$ cat config.mk
export PLATFORM = sky130hd
export DESIGN_NAME = pwm_multi_ch_flat
export DESIGN_NICKNAME = d
export VERILOG_FILES = /design/src/rtl/pwm_multi_ch_if.sv /design/src/rtl/pwm_multi_ch.sv /design/src/flat_wrapper.sv
export SDC_FILE = /design/constraint.sdc
export NUM_CORES = 1
export LEC_CHECK = 0
export ABC_AREA = 1
export BUFFER_PORTS_ARGS = -buffer_cell sky130_fd_sc_hd__buf_2
export CAP_MARGIN = 5
export CORE_UTILIZATION = 60
export DETAILED_ROUTE_END_ITERATION = 6
export PLACE_DENSITY = 0.76
export SLEW_MARGIN = 10
export SYNTH_ARGS = -nofsm -noshare
export SYNTH_HDL_FRONTEND = slang
export SYNTH_SLANG_ARGS = --single-unit
$ cat constraint.sdc
create_clock -name clk -period 8.9 [get_ports clk]
set_input_delay 0.89 -clock clk [delete_from_list [all_inputs] [get_ports clk]]
set_output_delay 0.89 -clock clk [all_outputs]
set_load 0.1 [all_outputs]
$ cat src/rtl/pwm_multi_ch_if.sv
// RIB register bus carrying one write strobe, an address, write data and read data.
// Latency: writes land on the clk edge with we_i high; read data is combinational from addr_i.
// Backpressure: none, every access completes in the cycle it is presented.
//   we_i    master -> slave  write strobe
//   addr_i  master -> slave  byte address; the slave decodes addr_i[7:0]
//   data_i  master -> slave  write data
//   data_o  slave -> master  read data
interface pwm_multi_ch_if;
  logic        we_i;
  logic [31:0] addr_i;
  logic [31:0] data_i;
  logic [31:0] data_o;

  modport master (output we_i, addr_i, data_i, input data_o);
  modport slave  (input we_i, addr_i, data_i, output data_o);
endinterface

$ cat src/rtl/pwm_multi_ch.sv
// N-channel PWM with prescaler, edge/centre counting, shadowed PERIOD/DUTY and a period interrupt.
// Latency: pwm_o is registered one cycle behind the counter; register reads are zero latency.
// Backpressure: none, the RIB slave accepts every access.
//   clk, rst  system clock and synchronous active-high reset
//   bus       RIB slave port (we_i, addr_i, data_i, data_o)
//   pwm_o     per-channel PWM outputs, registered
//   irq_o     period interrupt level (EVT & IRQ_EN)
module pwm_multi_ch #(
  parameter int NUM_CH = 4,
  parameter int CNT_W  = 16,
  parameter int PSC_W  = 16
) (
  input  logic              clk,
  input  logic              rst,
  pwm_multi_ch_if.slave     bus,
  output logic [NUM_CH-1:0] pwm_o,
  output logic              irq_o
);

  // Control and shadow registers
  logic              en, mode, irq_en;
  logic [NUM_CH-1:0] ch_en, pol;
  logic [CNT_W-1:0]  period_sh;
  logic [PSC_W-1:0]  psc;
  logic [CNT_W-1:0]  duty_sh [NUM_CH];

  // Active set and run state
  logic [CNT_W-1:0]  period_act;
  logic [CNT_W-1:0]  duty_act [NUM_CH];
  logic [CNT_W-1:0]  cnt;
  logic [PSC_W-1:0]  psc_cnt;
  logic              dir, evt, upd_pend;

  // Address decode
  logic [7:0]  offset;
  logic [2:0]  duty_idx;
  logic        duty_hit;
  logic        wr_ctrl, wr_period, wr_psc, wr_status, wr_duty;
  logic [31:0] rdata;
  logic        unused_bus;

  assign offset    = bus.addr_i[7:0];
  assign duty_idx  = offset[4:2];
  assign duty_hit  = (offset[7:5] == 3'b001) && (offset[1:0] == 2'b00) && (int'(duty_idx) < NUM_CH);
  assign wr_ctrl   = bus.we_i && (offset == 8'h00);
  assign wr_period = bus.we_i && (offset == 8'h04);
  assign wr_psc    = bus.we_i && (offset == 8'h08);
  assign wr_status = bus.we_i && (offset == 8'h0C);
  assign wr_duty   = bus.we_i && duty_hit;
  assign unused_bus = ^{bus.addr_i[31:8], bus.data_i};

  // Timebase: one tick per PSC+1 cycles, only while enabled
  logic tick, boundary, load;
  assign tick = en && (psc_cnt == psc);
  // Edge mode ends a period at the top; centre mode ends it on the down-count reaching 0.
  // A zero period makes every tick a boundary.
  assign boundary = tick && ((period_act == '0) ||
                             (mode ? (dir && (cnt == '0)) : (cnt >= period_act)));
  assign load = boundary && upd_pend;

  assign irq_o = evt && irq_en;

  always_ff @(posedge clk) begin
    if (rst) begin
      en         <= 1'b0;
      mode       <= 1'b0;
      irq_en     <= 1'b0;
      ch_en      <= '0;
      pol        <= '0;
      period_sh  <= '0;
      psc        <= '0;
      period_act <= '0;
      cnt        <= '0;
      psc_cnt    <= '0;
      dir        <= 1'b0;
      evt        <= 1'b0;
      upd_pend   <= 1'b0;
      pwm_o      <= '0;
      for (int i = 0; i < NUM_CH; i++) begin
        duty_sh[i]  <= '0;
        duty_act[i] <= '0;
      end
    end else begin
      if (wr_ctrl) begin
        en     <= bus.data_i[0];
        mode   <= bus.data_i[1];
        irq_en <= bus.data_i[3];
        ch_en  <= bus.data_i[8 +: NUM_CH];
        pol    <= bus.data_i[16 +: NUM_CH];
      end
      if (wr_period) period_sh <= bus.data_i[CNT_W-1:0];
      if (wr_psc)    psc       <= bus.data_i[PSC_W-1:0];
      for (int i = 0; i < NUM_CH; i++) begin
        if (wr_duty && (duty_idx == i[2:0])) duty_sh[i] <= bus.data_i[CNT_W-1:0];
      end

      // A boundary in the same cycle as the W1C keeps the event visible
      if (boundary)                         evt <= 1'b1;
      else if (wr_status && bus.data_i[0])  evt <= 1'b0;

      // A fresh UPD request beats the clear from a coincident boundary
      if (!en)                              upd_pend <= 1'b0;
      else if (wr_ctrl && bus.data_i[2])    upd_pend <= 1'b1;
      else if (load)                        upd_pend <= 1'b0;

      // Disabled: active set tracks the shadows so the first period after enable is clean
      if (!en || load) begin
        period_act <= period_sh;
        for (int i = 0; i < NUM_CH; i++) duty_act[i] <= duty_sh[i];
      end

      if (!en) begin
        psc_cnt <= '0;
        cnt     <= '0;
        dir     <= 1'b0;
      end else begin
        psc_cnt <= tick ? '0 : psc_cnt + PSC_W'(1);
        if (tick) begin
          if (period_act == '0) begin
            cnt <= '0;
            dir <= 1'b0;
          end else if (!mode) begin
            cnt <= (cnt >= period_act) ? '0 : cnt + CNT_W'(1);
            dir <= 1'b0;
          end else if (!dir) begin
            // Turn around at the top; the top value is held for exactly one tick
            if (cnt >= period_act) begin
              dir <= 1'b1;
              cnt <= cnt - CNT_W'(1);
            end else begin
              cnt <= cnt + CNT_W'(1);
            end
          end else begin
            if (cnt == '0) begin
              dir <= 1'b0;
              cnt <= cnt + CNT_W'(1);
            end else begin
              cnt <= cnt - CNT_W'(1);
            end
          end
        end
      end

      for (int i = 0; i < NUM_CH; i++) begin
        pwm_o[i] <= (en && ch_en[i]) ? ((cnt < duty_act[i]) ^ pol[i]) : pol[i];
      end
    end
  end

  always_comb begin
    rdata = '0;
    case (offset)
      8'h00: begin
        rdata[0]             = en;
        rdata[1]             = mode;
        rdata[3]             = irq_en;
        rdata[8 +: NUM_CH]   = ch_en;
        rdata[16 +: NUM_CH]  = pol;
      end
      8'h04:   rdata[CNT_W-1:0] = period_sh;
      8'h08:   rdata[PSC_W-1:0] = psc;
      8'h0C:   rdata[2:0]       = {dir, upd_pend, evt};
      8'h10:   rdata[CNT_W-1:0] = cnt;
      default: begin
        for (int i = 0; i < NUM_CH; i++) begin
          if (duty_hit && (duty_idx == i[2:0])) rdata[CNT_W-1:0] = duty_sh[i];
        end
      end
    endcase
  end

  assign bus.data_o = rdata;

endmodule

$ cat src/flat_wrapper.sv
// flat-port wrapper written by rule: the top's interface ports become plain ports
module pwm_multi_ch_flat 
#(
  parameter int NUM_CH = 4,
  parameter int CNT_W  = 16,
  parameter int PSC_W  = 16
)
  (clk, rst, pwm_o, irq_o, bus_we_i, bus_addr_i, bus_data_i, bus_data_o);
  pwm_multi_ch_if bus_i ();
  input  logic clk;
  input  logic rst;
  output logic [NUM_CH-1:0] pwm_o;
  output logic irq_o;
  input wire logic [$bits(bus_i.we_i)-1:0] bus_we_i;
  input wire logic [$bits(bus_i.addr_i)-1:0] bus_addr_i;
  input wire logic [$bits(bus_i.data_i)-1:0] bus_data_i;
  output wire logic [$bits(bus_i.data_o)-1:0] bus_data_o;
  assign bus_i.we_i = bus_we_i;
  assign bus_i.addr_i = bus_addr_i;
  assign bus_i.data_i = bus_data_i;
  assign bus_data_o = bus_i.data_o;
  pwm_multi_ch #(.NUM_CH(NUM_CH), .CNT_W(CNT_W), .PSC_W(PSC_W)) u_core (.clk(clk), .rst(rst), .bus(bus_i), .pwm_o(pwm_o), .irq_o(irq_o));
endmodule
==> results of run 1 <==
## synth_stat cells, types with 2 or more instances
master                      number
sky130_fd_sc_hd__inv_1         249
sky130_fd_sc_hd__nand2_1       219
sky130_fd_sc_hd__nor2_1        177
sky130_fd_sc_hd__edfxtp_1      128
sky130_fd_sc_hd__a21oi_1        98
sky130_fd_sc_hd__dfxtp_1        98
sky130_fd_sc_hd__nand3_1        90
sky130_fd_sc_hd__ha_1           80
sky130_fd_sc_hd__o21ai_0        76
sky130_fd_sc_hd__nor2_4         64
sky130_fd_sc_hd__xor2_1         29
sky130_fd_sc_hd__nand4_1        24
sky130_fd_sc_hd__clkbuf_1       23
sky130_fd_sc_hd__o22ai_1        23
sky130_fd_sc_hd__nor3_1         17
sky130_fd_sc_hd__buf_4          14
sky130_fd_sc_hd__inv_2          14
sky130_fd_sc_hd__a221oi_1       11
sky130_fd_sc_hd__buf_2           9
sky130_fd_sc_hd__nor2_2          9
sky130_fd_sc_hd__nor3_2          7
sky130_fd_sc_hd__buf_12          6
sky130_fd_sc_hd__a211o_1         5
sky130_fd_sc_hd__nand2_2         5
sky130_fd_sc_hd__nand3b_1        5
sky130_fd_sc_hd__o2111ai_1       5
sky130_fd_sc_hd__o21a_1          4
sky130_fd_sc_hd__o21ai_1         4
sky130_fd_sc_hd__a211oi_1        3
sky130_fd_sc_hd__nor4_1          3
sky130_fd_sc_hd__o221ai_1        3
sky130_fd_sc_hd__xnor2_1         3
sky130_fd_sc_hd__a2111oi_0       2
sky130_fd_sc_hd__a22oi_1         2
sky130_fd_sc_hd__clkinv_1        2
sky130_fd_sc_hd__nor3b_1         2
sky130_fd_sc_hd__o31ai_1         2
## per-layer routing
metal	up-vias	GRT usage
li1	5130	-
met1	4873	0.425
met2	460	0.526
met3	101	0.0587
met4	0	0.114
met5	-	0
## state kept, by name, summed over array words and instances (netlist names), 4 cells and up
name / cells
u_core.pwm_o: 4
u_core.pol: 4
u_core.cnt: 16
u_core.period_act: 16
u_core.psc: 16
u_core.duty_sh: 64
u_core.psc_cnt: 16
u_core.period_sh: 16
u_core.ch_en: 4
u_core.duty_act: 64
## cells by family after synthesis
| kind of cell | count (synthesis) |
|---|---|
| buffers and inverters | 318 |
| DFF | 226 |
| other | 1 |
| AOI/OAI and AO/OA | 240 |
| and+or+nand+nor | 628 |
| xor gates and xnor gates | 32 |
| adders and majority gates | 80 |
## stage by stage
| stage | hold WS (ps) | setup WS, ps | power (mW) |
|---|---|---|---|
| 2_1_floorplan | 450 | 4870 | 1.28 |
| 6_report | 472 | 4690 | 2.32 |
| 5_1_grt | 493 | 4520 | 2.38 |
| 3_3_place_gp | 464 | 4780 | 1.31 |
| 4_1_cts | 474 | 4710 | 2.32 |
| 3_5_place_dp | 464 | 4750 | 1.32 |
## layout by cell type, fill, tap and decap left out, types with 4 or more instances in the layout
cell / count
sky130_fd_sc_hd__o22ai_1: 23
sky130_fd_sc_hd__inv_1: 249
sky130_fd_sc_hd__edfxtp_1: 128
sky130_fd_sc_hd__o2111ai_1: 5
sky130_fd_sc_hd__o21a_1: 4
sky130_fd_sc_hd__nor3_2: 8
sky130_fd_sc_hd__ha_1: 80
sky130_fd_sc_hd__dfxtp_1: 98
sky130_fd_sc_hd__a21oi_1: 98
sky130_fd_sc_hd__inv_2: 15
sky130_fd_sc_hd__nor2_1: 177
sky130_fd_sc_hd__conb_1: 12
sky130_fd_sc_hd__a211o_1: 5
sky130_fd_sc_hd__buf_2: 55
sky130_fd_sc_hd__nand3b_1: 5
sky130_fd_sc_hd__nor2_2: 9
sky130_fd_sc_hd__nor2_4: 64
sky130_fd_sc_hd__o21ai_1: 6
sky130_fd_sc_hd__clkbuf_1: 4
sky130_fd_sc_hd__xor2_1: 29
sky130_fd_sc_hd__nor3_1: 16
sky130_fd_sc_hd__nand3_1: 90
sky130_fd_sc_hd__nand2_1: 218
sky130_fd_sc_hd__nand4_1: 24
sky130_fd_sc_hd__buf_4: 12
sky130_fd_sc_hd__clkinv_2: 8
sky130_fd_sc_hd__nand2_2: 6
sky130_fd_sc_hd__a221oi_1: 11
sky130_fd_sc_hd__clkbuf_16: 25
sky130_fd_sc_hd__o21ai_0: 74
## layout make-up
type,instances,area share
multi-input combinational,992,0.415
clock buffer,29,0.0451
tap,275,0.0242
timing repair buffer,67,0.0257
inverter,265,0.0700
clock inverter,16,0.0114
antenna,1,0.000176
sequential,226,0.408
## how the worst min path moves through the flow
stage / startpoint / cells after the start / to
floorplan: u_core.period_act[2] / 2 / u_core.period_act[2]
global placement: u_core.period_act[7] / 2 / u_core.period_act[7]
detailed placement: u_core.period_act[7] / 2 / u_core.period_act[7]
CTS: u_core.period_act[7] / 2 / u_core.period_act[7]
global route: u_core.period_act[2] / 2 / u_core.period_act[2]
finish: u_core.period_act[7] / 2 / u_core.period_act[7]
## report_power, final
group	internal (mW)	switching (mW)	total (mW)
sequential	1.13	0.0116	1.14
clock	0.602	0.422	1.02
combinational	0.0384	0.113	0.151
total	1.77	0.546	2.32
## critical path: stages
cell                        delay [ps]
sky130_fd_sc_hd__buf_2             100
sky130_fd_sc_hd__nor2_1            130
sky130_fd_sc_hd__inv_1             120
sky130_fd_sc_hd__nor3_2            260
sky130_fd_sc_hd__nand2_1           540
sky130_fd_sc_hd__o22ai_1           510
sky130_fd_sc_hd__nor3_1            130
sky130_fd_sc_hd__o2111ai_1         150
sky130_fd_sc_hd__buf_2             500
==> impl_results.md, run 1 <==
- Outcome: complete, no violations
- Count of placed standard cells in the final layout, fillers left out: 1871
- Final design instance area without fill: 14200 µm²
- Synthesized-area fraction occupied by adder cells: 0.0770
- Count of fill cells added during filler insertion: 1739
- Biggest area contributors in the synthesized netlist: sky130_fd_sc_hd__edfxtp_1, sky130_fd_sc_hd__dfxtp_1, sky130_fd_sc_hd__ha_1
- Number of buffers created by CTS: 25
- Xor and xnor fraction of the mapped netlist area: 0.0215
- Placer Congestion: 0.927
- Critical path arrival: 3320 ps
- Number of placed I/O pins: 104
- Critical R2R Capture: u_core.duty_act[0][10]
- Wire length per cell after detailed routing: 18.6 µm
- Static leakage: 6.44 nW
- Share of cells above drive strength 1: 0.135
- Count of input and output buffers: 55
- Remaining number of nets flagged by the antenna check after routing: 0
- Critical path required time: 8010 ps
- Endpoint of the worst setup timing path: bus_data_o[7]
- Total of max-cap violations: 0
- CP endpoint kind: output port
- Antenna violations before repair: 0
- Simple-gate share of the synthesized area: 0.246
- Highest routed metal layer: met4
- Via count: 10600
- Path category of the worst min-delay check: reg -> reg
- Congestion Overflow GR: 0
- CTS H-tree depth: 1
- Number of setup buffers added after CTS: 0
- Vert. Die Dim: 149 µm
- Number of cells on the worst reg-to-reg path: 16
- Total die area: 22300 µm²
- Clock root buffer master: sky130_fd_sc_hd__clkbuf_16
- Minimum clock period: 4210 ps
- CTS clk-pin slew, worst paths: 60 ps
- Crit. Startpoint: bus_addr_i[1]
- Resized cells post-CTS: 0
- Final Skew: 9.25 ps
- Clock latency on the worst-skew pair: 530 ps
- Met1 Wirelength: 14.3 mm
- Top_reg_cell synth: sky130_fd_sc_hd__edfxtp_1
- Area inside the core boundary: 21200 µm²
- Multi-input logic area: 5910 µm²
- Met2 WL post-DR: 16.0 mm
- Mapped Avg Cell Area: 8.53 µm²
- Placed wire-length estimate after detailed placement: 25.4 mm
- Core utilization of the finished layout: 0.672
- Crit path kind: in -> out
- Post-cts hold buffer count: 0
- Maximum number of pins on one net before global-route repair: 71
- Power density over the cells: 163 nW/µm²
- Router iterations before antenna repair: 5
- Synth Instances: 1525
- DRC violation total after the first TritonRoute iteration: 969
- Synth async-reset ratio: 0
- Setup repair after global routing missed its margin: false
- Wire length of the first global-routing pass: 53.7 mm
- Number of library cell types mapped by synthesis: 47
- Setup Viol. Count Final: 0
- Largest family of logic cells by synthesized area: simple AND/OR/NAND/NOR gates
- Maximum frequency from static timing analysis: 0.237 GHz
- Total instance count after detailed placement: 1825
- Total placed instance area: 13400 µm²
- Worst-case headroom to the max-slew limit: 0.211
- Number of sinks on the clock net: 226
- CTS tree: yes
- Number of enable-type register cells in the synthesized netlist: 128
- Final period util: 0.473
- Layout overhead on the synthesized area: 9.32%
- Worst flop-to-flop path startpoint: u_core.cnt[0]
- Number of vias per cell: 5.65
- Share of the synthesized area in compound gates (AO/OA/AOI/OAI): 0.105
- Number of register bits inferred by synthesis: 226
- Initial standard-cell utilization of the core: 0.615
- GRT Resource Usage Total: 0.321
- Storage element area: 5810 µm²
- Top cell type by total area after synthesis: sky130_fd_sc_hd__edfxtp_1
- Number of pins with negative max-slew slack in the final report: 0
- DR WL met3: 3.16 mm
- Reg2Reg Setup Slack: 5280 ps
- Mapped cell area: 13000 µm²
- Total wirelength of the detailed-routed design: 34.8 mm
- Fin Setup TNS: 0 ps
- Detailed-route DRC error count: 0
- Slew of the pin with the lowest slew margin: 1180 ps
- Critical path startpoint category: input port
- Final Hold Violating Endpoints: 0
- Number of warnings issued by yosys: 0
- Top fanout value on the critical path: 17
- Fraction of the yosys area taken by sequential cells: 0.446
- Row count: 53
- Net total in the final layout: 1724
- Chip Width: 149 µm
- VDD IR-drop max: 166 µV
- Top cell type's share of synthesized area: 0.295
- Number of global-route vias before repair: 9839
- Clock tree buffer depth: 3
- Mux contribution to synthesized area: 0
No activity file was read; power rests on OpenSTA's default activity.
==> run 2: changes to the inputs <==
clock period = 4.4 ns   (was 8.9 ns; I/O delays follow)
==> run 2 against run 1 <==
  * Wire length grew 0.33%
  * Non-clock buffer count grew 17
  * Register-to-register slack lost 4300 ps
  * First-iteration DRC count grew 24%
  * Cell count grew 0.69%
  * Setup slack lost 3700 ps
  * Core utilization grew 0.67 points
  * Global-route usage is essentially flat
  * Die area is the same
  * Design area grew 0.99%
  * Critical path depth grew 7
  * Critical endpoint is now u_core.duty_act[3][15]
  * Largest power group unchanged
==> impl_results.md, run 2 (synthesis gave the netlist of run 1 again) <==
- Tot Pwr: 4.69 mW
- Post-cts hold buffer count: 0
- Multi-input logic area: 5910 µm²
- Number of setup buffers added after CTS: 0
- Final Hold Violating Endpoints: 0
- Vert. Die Dim: 149 µm
- Placed wire-length estimate after detailed placement: 25.9 mm
- Number of placed I/O pins: 104
- CTS tree: yes
- Placer Congestion: 0.937
- Total wirelength of the detailed-routed design: 35.0 mm
- Share of cells above drive strength 1: 0.143
- Slew of the pin with the lowest slew margin: 951 ps
- Path category of the worst min-delay check: in -> reg
- Most common cell after layout, fill and taps aside: sky130_fd_sc_hd__inv_1
- Comb power frac: 0.066
- Setup slack of the critical path after layout: 983 ps
- Sw Pwr: 1.10 mW
- Commonest cells after routing, fill and taps aside: sky130_fd_sc_hd__inv_1, sky130_fd_sc_hd__nand2_1, sky130_fd_sc_hd__nor2_1
- Setup repair after global routing missed its margin: false
- Crit-path slowest cell: sky130_fd_sc_hd__dfxtp_1
- Count of input and output buffers: 55
- Row count: 53
- Setup slack after placement: 1030 ps
- Resized cells post-CTS: 0
- Power density over the cells: 326 nW/µm²
- GRT Resource Usage Total: 0.321
- Fin Setup TNS: 0 ps
- Share of total power in the clock network: 0.440
- Total instance count after detailed placement: 1842
- Crit path largest cell delay: 730 ps
- Number of pins with negative max-slew slack in the final report: 0
- Logic depth of the worst path, buffers included: 16
- Cell Int Power: 3.59 mW
- Critical path startpoint category: flip-flop
- Smallest hold slack: 198 ps
- Total of max-cap violations: 0
- Clock tree buffer depth: 3
- Clock latency on the worst-skew pair: 530 ps
- Minimum clock period: 3420 ps
- Wire length per cell after detailed routing: 18.6 µm
- Setup Viol. Count Final: 0
- Number of vias per cell: 5.73
- Clock root buffer master: sky130_fd_sc_hd__clkbuf_16
- VDD IR-drop max: 263 µV
- Static leakage: 6.53 nW
- Final period util: 0.777
- Via count: 10800
- Chip Width: 149 µm
- Initial standard-cell utilization of the core: 0.615
- Final Skew: 17.2 ps
- Detailed-route DRC error count: 0
- Storage element area: 5810 µm²
- Count of placed standard cells in the final layout, fillers left out: 1884
- Reg2Reg Setup Slack: 980 ps
- Sequential cell fraction of total power: 0.494
- Worst-case headroom to the max-slew limit: 0.350
- DRC violation total after the first TritonRoute iteration: 1204
- Area inside the core boundary: 21200 µm²
- Outcome: complete, no violations
- CP endpoint kind: flip-flop
- Number of buffers created by CTS: 25
- Crit path kind: reg -> reg
- Wire length of the first global-routing pass: 54.0 mm
- Router iterations before antenna repair: 5
- Total inserted antenna cells: 0
- Remaining number of nets flagged by the antenna check after routing: 0
- Congestion Overflow GR: 0
- Number of buffer and inverter stages on the critical path: 2
- Chain of cells forming the critical path: ha_1, nand2_1, inv_1, nand2_1, nand2_1, nand2_1, nand2_1, nand2_1, nand3_1, nand2_1, nand2_1, nand3_2, nand2_4, nand2_8, buf_4, nor2_4
- Hold Path Cell Cnt: 3
- Critical path required time: 4670 ps
- CTS H-tree depth: 1
- Number of cells on the worst reg-to-reg path: 16
- Net total in the final layout: 1741
- Top fanout value on the critical path: 34
- Count of fill cells added during filler insertion: 1713
- Crit path max-delay family: simple AND/OR/NAND/NOR gates
- Layout overhead on the synthesized area: 10.4%
- Total die area: 22300 µm²
- Switching share of power: 0.235
- Number of sinks on the clock net: 226
- CTS clk-pin slew, worst paths: 60 ps
- Cell occurring most often along the worst timing path: sky130_fd_sc_hd__nand2_1
- Number of global-route vias before repair: 10100
- Critical path arrival: 3680 ps
- Antenna violations before repair: 1
- Biggest registers after layout: u_core.duty_act x64, u_core.duty_sh x64
- Maximum number of pins on one net before global-route repair: 35
- Maximum frequency from static timing analysis: 0.293 GHz
[run 2: cell count changes in the layout (fill, tap and decap cells not counted), sizes merged]
cell,delta
clkbuf,+1
inv,+1
diode,-1
clkinvlp,-1
buf,+17
clkinv,-4
[run 2: worst paths after layout]
check                                          start                      to
worst min register to register  u_core.period_act[2]    u_core.period_act[2]
worst min-delay path                  bus_data_i[18]           u_core.pol[2]
worst max-delay path                   u_core.cnt[3]  u_core.duty_act[3][15]
worst max register to register         u_core.cnt[3]  u_core.duty_act[3][15]
[run 2: power groups by stage]
stage                     Combinational (mW)  Clock [mW]  Sequential (mW)
after floorplan                        0.243           0             2.35
after global placement                 0.295           0             2.36
after detailed placement               0.304           0             2.36
after CTS                              0.306        2.08             2.31
after global routing                   0.334        2.16             2.32
final                                  0.309        2.06             2.31
[run 2: per-stage QoR]
step | util | instance area (µm²)
after floorplan | - | 13000
after global placement | 0.641 | 13600
after CTS | 0.679 | 14400
final | 0.679 | 14400
after detailed placement | 0.641 | 13600
after global routing | 0.679 | 14400
[run 2: final cells by class]
class	instances	area share
repair buffers	84	0.0361
well taps	275	0.0240
flip-flops and latches	226	0.404
clock buffers	30	0.0449
multi-input cells	992	0.411
inverters	265	0.0693
clock inverters	12	0.0104
[run 2: metal layers]
layer	GRT usage	share of wire	vias to the layer above
met5	0	0	-
met4	0.124	0.038	0
met3	0.0495	0.083	95
met2	0.520	0.46	507
met1	0.432	0.42	5047
li1	-	-	5151
[run 2: worst reg2reg max path: cells and delay by family (launching register included)]
kind	cells	cell delay, ps
flip-flops	1	730
AND/OR/NAND/NOR	13	1490
adder cells (fa/ha/maj)	1	360
buffers and inverters	2	590
==> run 3: changes to the inputs <==
CORE_UTILIZATION = 55   (was 60)
PLACE_DENSITY = 0.73   (was 0.76)
clock period = 2.85 ns   (was 4.4 ns; I/O delays follow)
==> run 3 against run 2 <==
  * Maximum frequency up 32%
  * Design area up 3.6%
  * Critical path depth down 3
  * Setup slack worse by 710 ps
  * Flip-flop and latch count is the same
  * Wire length up 2.6%
==> impl_results.md, run 3 (synthesis gave the netlist of run 1 again) <==
- Outcome: complete, no violations
- Setup repair after global routing missed its margin: false
- Net total in the final layout: 1763
- Fin Setup TNS: 0 ps
- Most common cell after layout, fill and taps aside: sky130_fd_sc_hd__inv_1
- Slew of the pin with the lowest slew margin: 747 ps
- Top fanout value on the critical path: 17
- Vert. Die Dim: 156 µm
- Placer Congestion: 0.955
- Count of input and output buffers: 55
- Remaining number of nets flagged by the antenna check after routing: 0
- Smallest hold slack: 15.1 ps
- Post-cts hold buffer count: 0
- Clock root buffer master: sky130_fd_sc_hd__clkbuf_16
- Number of vias per cell: 5.55
- GRT Resource Usage Total: 0.303
- Commonest cells after routing, fill and taps aside: sky130_fd_sc_hd__inv_1, sky130_fd_sc_hd__nand2_1, sky130_fd_sc_hd__nor2_1
- Total wirelength of the detailed-routed design: 35.9 mm
- Minimum clock period: 2580 ps
- Total die area: 24300 µm²
- Power density over the cells: 482 nW/µm²
- Multi-input logic area: 5910 µm²
- Final period util: 0.905
- Biggest registers after layout: u_core.duty_act x64, u_core.duty_sh x64
- Total inserted antenna cells: 0
- GR Layer Usage met2: 0.499
- Wire length per cell after detailed routing: 18.4 µm
- Count of placed standard cells in the final layout, fillers left out: 1948
- Congestion Overflow GR: 0
- Initial standard-cell utilization of the core: 0.568
- Number of pins with negative max-slew slack in the final report: 0
- Critical path startpoint category: flip-flop
- Routing layer with the top usage in global route: met2
- Share of cells above drive strength 1: 0.152
- Total of max-cap violations: 0
- Setup slack after placement: 265 ps
- Final Hold Violating Endpoints: 0
- Critical path required time: 3140 ps
- Router iterations before antenna repair: 5
- Static leakage: 6.69 nW
- Via count: 10800
- Placed wire-length estimate after detailed placement: 27.2 mm
- Worst-case headroom to the max-slew limit: 0.489
- Final Skew: 21.1 ps
- Core utilization of the finished layout: 0.649
- Number of buffers created by CTS: 25
- Area inside the core boundary: 22900 µm²
- VDD IR-drop max: 458 µV
- Storage element area: 5810 µm²
- Clock latency on the worst-skew pair: 540 ps
- Crit. Startpoint: u_core.period_act[13]
- Number of global-route vias before repair: 10200
- Layout overhead on the synthesized area: 14.4%
- Global Route met3 Usage: 0.0456
- Setup slack of the critical path after layout: 270 ps
- CTS clk-pin slew, worst paths: 60 ps
- Clock tree buffer depth: 3
- Maximum number of pins on one net before global-route repair: 39
- Worst flop-to-flop path startpoint: u_core.period_act[13]
- Grt met1 use: 0.408
- Number of sinks on the clock net: 226
- Number of setup buffers added after CTS: 0
- Total instance count after detailed placement: 1902
- Hold_sp: rst
- CTS H-tree depth: 1
- Wire length of the first global-routing pass: 55.7 mm
- Antenna violations before repair: 0
- Detailed-route DRC error count: 0
- CTS tree: yes
- Row count: 55
- Crit path kind: reg -> reg
- Number of placed I/O pins: 104
- Chip Width: 156 µm
- DRC violation total after the first TritonRoute iteration: 1021
- Path category of the worst min-delay check: in -> reg
- Critical path arrival: 2870 ps
- Resized cells post-CTS: 0
- CP endpoint kind: flip-flop
- Count of fill cells added during filler insertion: 1950
- Maximum frequency from static timing analysis: 0.388 GHz
- Setup Viol. Count Final: 0
==> run 3: changes by cell type in the layout (fill, tap and decap cells not counted), sizes merged <==
cell	change
buf	+22
clkinv	-2
clkbuf	+8
bufinv	-2
==> run 3: worst max-delay path, cell delays in order, from the launching register on <==
cell	delay [ps]
sky130_fd_sc_hd__dfxtp_1	370
sky130_fd_sc_hd__inv_1	70
sky130_fd_sc_hd__ha_1	290
sky130_fd_sc_hd__a21oi_1	150
sky130_fd_sc_hd__o21ai_0	90
sky130_fd_sc_hd__nor2_1	260
sky130_fd_sc_hd__nand3_1	110
sky130_fd_sc_hd__nand2_1	130
sky130_fd_sc_hd__nand2_1	150
sky130_fd_sc_hd__nand3_2	120
sky130_fd_sc_hd__nand2_4	80
sky130_fd_sc_hd__nand2_8	180
sky130_fd_sc_hd__buf_12	240
sky130_fd_sc_hd__nor2_4	70
==> run 3: cell type report <==
class                           count  share of cell area
Clock inverter                      8             0.00555
Sequential cell                   226               0.390
Clock buffer                       38              0.0474
Inverter                          265              0.0669
Multi-Input combinational cell    992               0.397
Timing Repair Buffer              106              0.0663
Tap cell                          313              0.0263
==> run 3: worst paths after layout <==
path | endpoint | slack, ps | cells after the start
setup reg to reg | u_core.duty_act[2][13] | 270 | 13
setup / recovery | u_core.duty_act[2][13] | 270 | 13
hold reg to reg | u_core.period_act[3] | 470 | 2
hold / removal | u_core.evt | 20 | 2
==> run 3: routing by layer <==
layer  part of all wire  vias to the layer above
li1                   -                     5194
met1               0.42                     5051
met2               0.46                      497
met3              0.090                       75
met4              0.032                        0
met5                  0                        -
==> run 3: metrics by stage <==
step                      area [µm²]  power [mW]
final                          14900        7.18
after global routing           14900        7.39
after CTS                      14900        7.21
after detailed placement       14100        4.13
after global placement         14100        4.11
after floorplan                13100        4.01
==> run 3: power breakdown <==
group          internal, mW  switching, mW
registers              3.54         0.0348
clock network          1.80           1.31
logic                 0.132          0.360
